**config.mk**
```make
export PLATFORM = sky130hd
export DESIGN_NAME = cdc_hs_rx_ctrl
export DESIGN_NICKNAME = d
export VERILOG_FILES = /design/src/rtl/cdc_pkg.sv /design/src/rtl/cdc_sync_arst.sv /design/src/rtl/cdc_hs_rx_ctrl.sv
export SDC_FILE = /design/constraint.sdc
export NUM_CORES = 1
export LEC_CHECK = 0
export CORE_UTILIZATION = 34
export CTS_CLUSTER_SIZE = 12
export DETAILED_ROUTE_END_ITERATION = 10
export PLACE_DENSITY = 0.58
export SLEW_MARGIN = 20
export SYNTH_ARGS = -nofsm -noshare
export SYNTH_HDL_FRONTEND = slang
export SYNTH_SLANG_ARGS = --single-unit
```
**constraint.sdc**
```tcl
create_clock -name clk -period 4.79 [get_ports clk]
set_input_delay 0.958 -clock clk [delete_from_list [all_inputs] [get_ports clk]]
set_output_delay 0.958 -clock clk [all_outputs]
set_load 0.02 [all_outputs]
```
**src/rtl/cdc_pkg.sv**
```systemverilog
`default_nettype none
// ============================================================================
// cdc_pkg : shared types and constants for the CDC handshake receiver
// Rev 1.0
// ============================================================================
package cdc_pkg;

  typedef enum logic [1:0] {
    IDLE  = 2'd0,
    VALID = 2'd1,
    ACK   = 2'd2
  } hs_rx_state_t;

  localparam int MIN_STAGES = 2;

endpackage
`default_nettype wire

```
**src/rtl/cdc_sync_arst.sv**
```systemverilog
`default_nettype none
// ============================================================================
// cdc_sync_arst : single-bit multi-flop synchronizer, async active-low reset
// Rev 1.0
// ============================================================================
module cdc_sync_arst #(
  parameter int STAGES = 2
) (
  input  logic clk,
  input  logic rstn,
  input  logic i_d,
  output logic o_q
);

  logic [STAGES-1:0] r_sync;

  always_ff @(posedge clk or negedge rstn) begin
    if (!rstn) begin
      r_sync <= '0;
    end else begin
      r_sync <= {r_sync[STAGES-2:0], i_d};
    end
  end

  assign o_q = r_sync[STAGES-1];

endmodule
`default_nettype wire

```
**src/rtl/cdc_hs_rx_ctrl.sv**
```systemverilog
`default_nettype none
// ============================================================================
// cdc_hs_rx_ctrl : destination side of a four-phase req/ack CDC handshake
// Rev 1.0
// ============================================================================
module cdc_hs_rx_ctrl
  import cdc_pkg::*;
#(
  parameter int DATA_W = 8,
  parameter int STAGES = 2,
  parameter int CNT_W  = 16
) (
  input  logic              clk,
  input  logic              rstn,
  input  logic              i_req,
  input  logic [DATA_W-1:0] i_data,
  output logic              o_ack,
  output logic              o_valid,
  output logic [DATA_W-1:0] o_data,
  input  logic              i_ready,
  output logic              o_busy,
  output logic              o_err,
  output logic [CNT_W-1:0]  o_xfer_cnt
);

  generate
    if (STAGES < MIN_STAGES) begin : g_stages_chk
      $error("cdc_hs_rx_ctrl: STAGES must be at least MIN_STAGES");
    end
  endgenerate

  logic              w_req_s;
  logic              w_accept;
  logic              w_err_set;
  hs_rx_state_t      r_state;
  hs_rx_state_t      w_state_nxt;
  logic [DATA_W-1:0] r_data;
  logic              r_ack;
  logic              r_err;
  logic              r_err_done;
  logic [CNT_W-1:0]  r_cnt;

  cdc_sync_arst #(
    .STAGES (STAGES)
  ) u_req_sync (
    .clk  (clk),
    .rstn (rstn),
    .i_d  (i_req),
    .o_q  (w_req_s)
  );

  always_comb begin
    w_state_nxt = r_state;
    w_accept    = 1'b0;
    w_err_set   = 1'b0;
    case (r_state)
      IDLE: begin
        if (w_req_s) w_state_nxt = VALID;
      end
      VALID: begin
        w_accept  = i_ready;
        // Withdrawn request is flagged once, but the payload is still offered
        w_err_set = !w_req_s && !r_err_done;
        if (i_ready) w_state_nxt = ACK;
      end
      ACK: begin
        if (!w_req_s) w_state_nxt = IDLE;
      end
      default: w_state_nxt = IDLE;
    endcase
  end

  always_ff @(posedge clk or negedge rstn) begin
    if (!rstn) begin
      r_state    <= IDLE;
      r_data     <= '0;
      r_ack      <= 1'b0;
      r_err      <= 1'b0;
      r_err_done <= 1'b0;
      r_cnt      <= '0;
    end else begin
      r_state <= w_state_nxt;
      // Capture only once the synchronized request is high, so i_data has settled
      if (r_state == IDLE && w_req_s) r_data <= i_data;
      r_ack      <= (w_state_nxt == ACK);
      r_err      <= w_err_set;
      r_err_done <= (r_state == IDLE) ? 1'b0 : (r_err_done | w_err_set);
      if (w_accept) r_cnt <= r_cnt + CNT_W'(1);
    end
  end

  assign o_ack      = r_ack;
  assign o_valid    = (r_state == VALID);
  assign o_data     = r_data;
  assign o_busy     = (r_state != IDLE);
  assign o_err      = r_err;
  assign o_xfer_cnt = r_cnt;

endmodule
`default_nettype wire

```
# Word level (Yosys, flattened, before mapping)

Cells that the tools add are included.

Flip-flop bits (word level): 31
Bits in latches: 0
Memory bits (writable): 0
Bits in read-only memories: 0
Input port bits: 12
Output and inout port bits: 28
Word-level logic and storage cells: 25
Memories kept: 0

Add/subtract/negate cells: 1
Multiply operators: 0
Divide/modulo/power cells: 0
Magnitude comparators: 0
Equal/unequal tests: 3
Shift operators: 0
Mux-type cells: 7
Bitwise gates (word level): 1
Reductions and logical operators: 6

Operators by type and width:

| operator                                            | count |
|---|---|
| adder 16 x 1 -> 16 bit, second input constant       | 1 |
| 2-to-1 mux 2 bit                                    | 3 |
| one-hot mux 2 bit (3 select lines)                  | 1 |
| equality test 2 bit, second input constant          | 2 |
| 2-to-1 mux 1 bit                                    | 3 |
| equality test 2 x 1 -> 1 bit, second input constant | 1 |
| logical AND 1 bit                                   | 2 |
| zero test 1 bit                                     | 2 |
| zero test 2 bit                                     | 1 |
| nonzero test 2 bit                                  | 1 |
| bitwise OR 1 bit                                    | 1 |

# Depth between registers and ports, before layout

Depth in word-level cells: 5
Mapped depth: 5
Mapped depth without buffers: 5

# By module

A second synthesis with hierarchy kept.

Cell total of the unflattened synthesis: 94
Area, all modules: 1263.7 µm²

Modules (own cells, without submodules):

| module         | times used | cells each | area an instance (µm²) | seq. area each (µm²) |
|---|---|---|---|---|
| cdc_hs_rx_ctrl | 1          | 92         | 1213.7                 | 725.7 |
| cdc_sync_arst  | 1          | 2          | 50.0                   | 50.0 |

# Worst setup path before layout

No wires, ideal clock.

Path type: input to register
Start point: input port i_ready
End point: register r_cnt[15], in the netlist o_xfer_cnt[15]
Setup time: 128 ps
Data arrival time: 1889 ps
Required time: 4662 ps
Setup slack: 2773 ps
Cell stages on the path: 4
Path buffers: 0
Cells stage by stage: nand3b_4 > nor4_4 > or3b_1 > xnor2_1

Cells in the longest elaborated chain, start to end: 1

Ends and longest elaborated chain:

| item                 | RTL line             | source |
|---|---|---|
| start, declared      | cdc_hs_rx_ctrl.sv:20 | `input logic i_ready,` |
| 2-to-1 mux 1 bit     | cdc_hs_rx_ctrl.sv:56 | `case (r_state)` |
| end signal, assigned | cdc_hs_rx_ctrl.sv:88 | `if (w_accept) r_cnt <= r_cnt + CNT_W'(1);` |
| end, declared        | cdc_hs_rx_ctrl.sv:41 | `logic [CNT_W-1:0] r_cnt;` |

No other way between the ends.
A chain may end at the register's enable or synchronous reset.

# Worst setup path in the final report

Start point: register r_state[0]
End point: output port o_valid

Cells in the longest elaborated chain, start to end: 1

Ends and longest elaborated chain:

| item                         | RTL line             | source |
|---|---|---|
| start, declared              | cdc_hs_rx_ctrl.sv:35 | `hs_rx_state_t r_state;` |
| start signal, assigned       | cdc_hs_rx_ctrl.sv:82 | `r_state <= w_state_nxt;` |
| equality test 2 x 1 -> 1 bit | cdc_hs_rx_ctrl.sv:93 | `assign o_valid = (r_state == VALID);` |
| end, declared                | cdc_hs_rx_ctrl.sv:18 | `output logic o_valid,` |

No other way between the ends.

==> results.json <==
{
  "global_route.usage.met1_pct": 15.0,
  "place.detailed.hpwl_um": 1630,
  "syn_nets": 108,
  "postSynthAreaPerCell_um2": 13.2,
  "routed_wl_um": 2190,
  "cts_max_level": 2,
  "pin_count": 40,
  "clk_pin_slew_worst_setup_hold_paths_ps": 60,
  "fin_worst_skew_ps": 6.70,
  "min_path_cells": 0,
  "start_util_pct": 36.5,
  "timing.critical_path.to": "o_valid",
  "number_of_buffers_and_inverters_on_the_critical_path": 2,
  "detailedRoute.firstIterationViolations": 30,
  "yosysWarnings": 0,
  "setup_total_negative_slack_ps": 0,
  "fin_worst_hold_slack_ps": 356,
  "grt_first_pass_wirelength_um": 3700,
  "sw_frac_of_total_pct": 33.9,
  "tot_gr_track_use_pct": 13.0,
  "endpoint_of_the_lowest_slack_register_to_register_path": "o_xfer_cnt[15]",
  "netlist_top_cells_area": "dfrtp_1 62%, mux2_2 8.1%, xnor2_1 7.0%, xor2_1 3.5%, nand2_1 2.1%",
  "synth_cell_type_count": 24,
  "worstPathArrival_ps": 1650,
  "grt-busiest-layer": "met2",
  "die_x_um": 62.8,
  "share_of_cells_above_drive_strength_1_pct": 16.3,
  "cp_slowest_cell": "clkdlybuf4s50_1",
  "max_clock_freq_ghz": 0.383,
  "seq_power_share_pct": 39.8,
  "biggest_fanout_along_the_worst_timing_path": 6,
  "cp.required_ps": 3830,
  "fin_nets": 154,
  "synth_cells": 95,
  "die-height_um": 62.8,
  "insertedDiodeCount": 0,
  "p_clk_share_pct": 19.9,
  "rsz0062_at_grt": "false",
  "cts_made_buffers": 5,
  "hold_path_class": "flip-flop to flip-flop",
  "num_rows": 21,
  "largest_voltage_drop_on_the_vdd_net_mv": 0.229,
  "synthDominantCellAreaShare_pct": 61.8,
  "grt_pass1_vias": 778,
  "synth.largest_area_cell": "dfrtp_1",
  "worst_path_largest_cell_delay_ps": 590,
  "tritoncts": "built",
  "internal-power_uw": 666,
  "insertion_delay_ps": 280,
  "clock-sinks": 31,
  "clk_root_buffer_cell": "clkbuf_8",
  "clk_path_buf_depth": 2,
  "critical_path_class": "flip-flop to output port",
  "crit-reg2reg-launch": "r_state[1]",
  "final_area_um2": 1790,
  "fin_crit_sh_pct": 54.5,
  "design.die.area_um2": 3940,
  "grt_max_degree": 32,
  "timing.final.setup_violations": 0,
  "cellPowerDensity_nw_per_um2": 562,
  "psw_uw": 342,
  "timing.max_cap.violations": 0,
  "antenna_left": 0,
  "antenna_found_initial": 0,
  "crit_path_end_kind": "output port",
  "drt_pre_antenna_iters": 2,
  "vias_post_dr": 834,
  "area_delta_synth_final_pct": 43.0,
  "ff2ff_setup_slack_ps": 3120,
  "met2_usage_pct": 19.6,
  "r2r_cells": 4,
  "finalCoreUtilization_pct": 52.1,
  "gr-total-overflow": 0,
  "postPlaceCellArea_um2": 1710,
  "timing.critical_path.depth": 3,
  "total_leakage_power_uw": 0.000798,
  "cts_setup_buffers": 0,
  "cts_resized": 0,
  "slew_violations": 0,
  "synth-seq-cells": 31,
  "gpl.final_weighted_congestion": 0.681,
  "grt_use_met3_pct": 5.47,
  "worstPathCellList": "or2b_1, inv_1, clkdlybuf4s50_1",
  "drt-wirelength-per-cell_um": 11.7,
  "post-route-min-period_ps": 2610,
  "maxSlewHeadroom_pct": 72.9,
  "core-area_um2": 3440,
  "worst_slew_pin_slew_ps": 407,
  "status": "completed",
  "p_comb_share_pct": 40.3,
  "port_buffer_cells": 39,
  "syn-cell-area_um2": 1250,
  "timing.critical_path.from": "r_state[0]",
  "drc_errors": 0,
  "holdBufCountCts": 0,
  "viasPerCell": 4.46,
  "final_hold_viol_count": 0,
  "cpLargestDelayFamily": "buffers and inverters",
  "synth.yosys.seq_area_share_pct": 61.8,
  "crit_path_start_kind": "flip-flop"
}
==> area by class of cell <==
| class | count | area [um^2] |
|---|---|---|
| multi-input combinational | 59 | 460 |
| timing repair buffer | 40 | 398 |
| inverter | 4 | 15.0 |
| clock buffer | 6 | 82.6 |
| tap | 46 | 57.6 |
| clock inverter | 1 | 5.00 |
| sequential | 31 | 776 |
| fill | 304 | 1650 |
==> worst min path at each step <==
stage / startpoint / endpoint / slack, ps
after floorplan: u_req_sync.r_sync[0] / u_req_sync.r_sync[1] / 330
after global placement: u_req_sync.r_sync[0] / u_req_sync.r_sync[1] / 340
after detailed placement: u_req_sync.r_sync[0] / u_req_sync.r_sync[1] / 340
after CTS: u_req_sync.r_sync[0] / u_req_sync.r_sync[1] / 360
after global routing: u_req_sync.r_sync[0] / u_req_sync.r_sync[1] / 370
final: u_req_sync.r_sync[0] / u_req_sync.r_sync[1] / 360
==> worst reg2reg max path, cell delays in order (launching register included) <==
cell      delay (ps)
dfrtp_1          420
nand3b_4         220
nor4_4           380
or3b_1           400
xnor2_1          140
==> sequential cells by signal, indices dropped and copies added, names as in the netlist <==
register and flops:
o_ack 1, o_data 8, o_err 1, o_xfer_cnt 16
r_err_done 1, r_state 2, u_req_sync.r_sync 2
==> synthesized netlist by cell type <==
cell	number
clkbuf_1	1
dfrtp_1	31
nand2_1	7
o21a_1	1
inv_1	4
nand4_1	2
xnor2_1	10
or4_4	1
nor3_1	2
nand3_1	3
or2_2	1
o22ai_1	1
o21ai_0	2
and3_1	2
nor2_1	5
ha_1	1
or3b_1	1
xor2_1	5
or2b_1	1
nor4_4	1
nand4b_1	1
mux2_2	9
nand3b_4	1
nor2_2	2
==> metal layers <==
metal,vias to the layer above,routed length (um)
li1,410,-
met4,0,66
met5,-,0
met2,24,1050
met3,5,122
met1,395,952
==> power by group through the flow <==
| stage | sequential [uW] | combinational (uW) | clock [uW] |
|---|---|---|---|
| finish | 401 | 406 | 201 |
| detailed placement | 406 | 410 | 0 |
| global placement | 403 | 410 | 0 |
| floorplan | 479 | 146 | 0 |
| global route | 415 | 432 | 221 |
| CTS | 402 | 412 | 209 |
==> layout by cell type (no fill, tap or decap), drive strengths merged <==
| cell type | synthesis | layout |
|---|---|---|
| ha | 1 | 1 |
| clkinv | 0 | 1 |
| o21a | 1 | 1 |
| inv | 4 | 4 |
| nand3b | 1 | 1 |
| clkbuf | 1 | 6 |
| and3 | 2 | 2 |
| o22ai | 1 | 1 |
| buf | 0 | 1 |
| nand4b | 1 | 1 |
| or3b | 1 | 1 |
| nand3 | 3 | 3 |
| nor4 | 1 | 1 |
| or2b | 1 | 1 |
| nand4 | 2 | 2 |
| xnor2 | 10 | 10 |
| xor2 | 5 | 5 |
| or4 | 1 | 1 |
| nor3 | 2 | 2 |
| nand2 | 7 | 7 |
| dfrtp | 31 | 31 |
| nor2 | 7 | 7 |
| mux2 | 9 | 9 |
| or2 | 1 | 1 |
| clkdlybuf4s50 | 0 | 39 |
| o21ai | 2 | 2 |
==> stage by stage <==
stage | worst slack [ps] | power [uW] | cells
4_1_cts | 2150 | 1020 | 187
2_1_floorplan | 2770 | 625 | 95
5_1_grt | 2080 | 1070 | 187
3_5_place_dp | 2040 | 816 | 180
3_3_place_gp | 2130 | 813 | 180
6_report | 2180 | 1010 | 187
==> kinds of logic after synthesis <==
kind of cell,Yosys count,share of synthesized area (%)
XOR/XNOR,15,10.5
AND/OR/NAND/NOR,30,15.3
flip-flops,31,61.8
AO/OA/AOI/OAI,4,1.89
multiplexers,9,8.08
buffers and inverters,5,1.49
adder cells (fa/ha/maj),1,0.997
No activity file was read; power rests on OpenSTA's default activity.
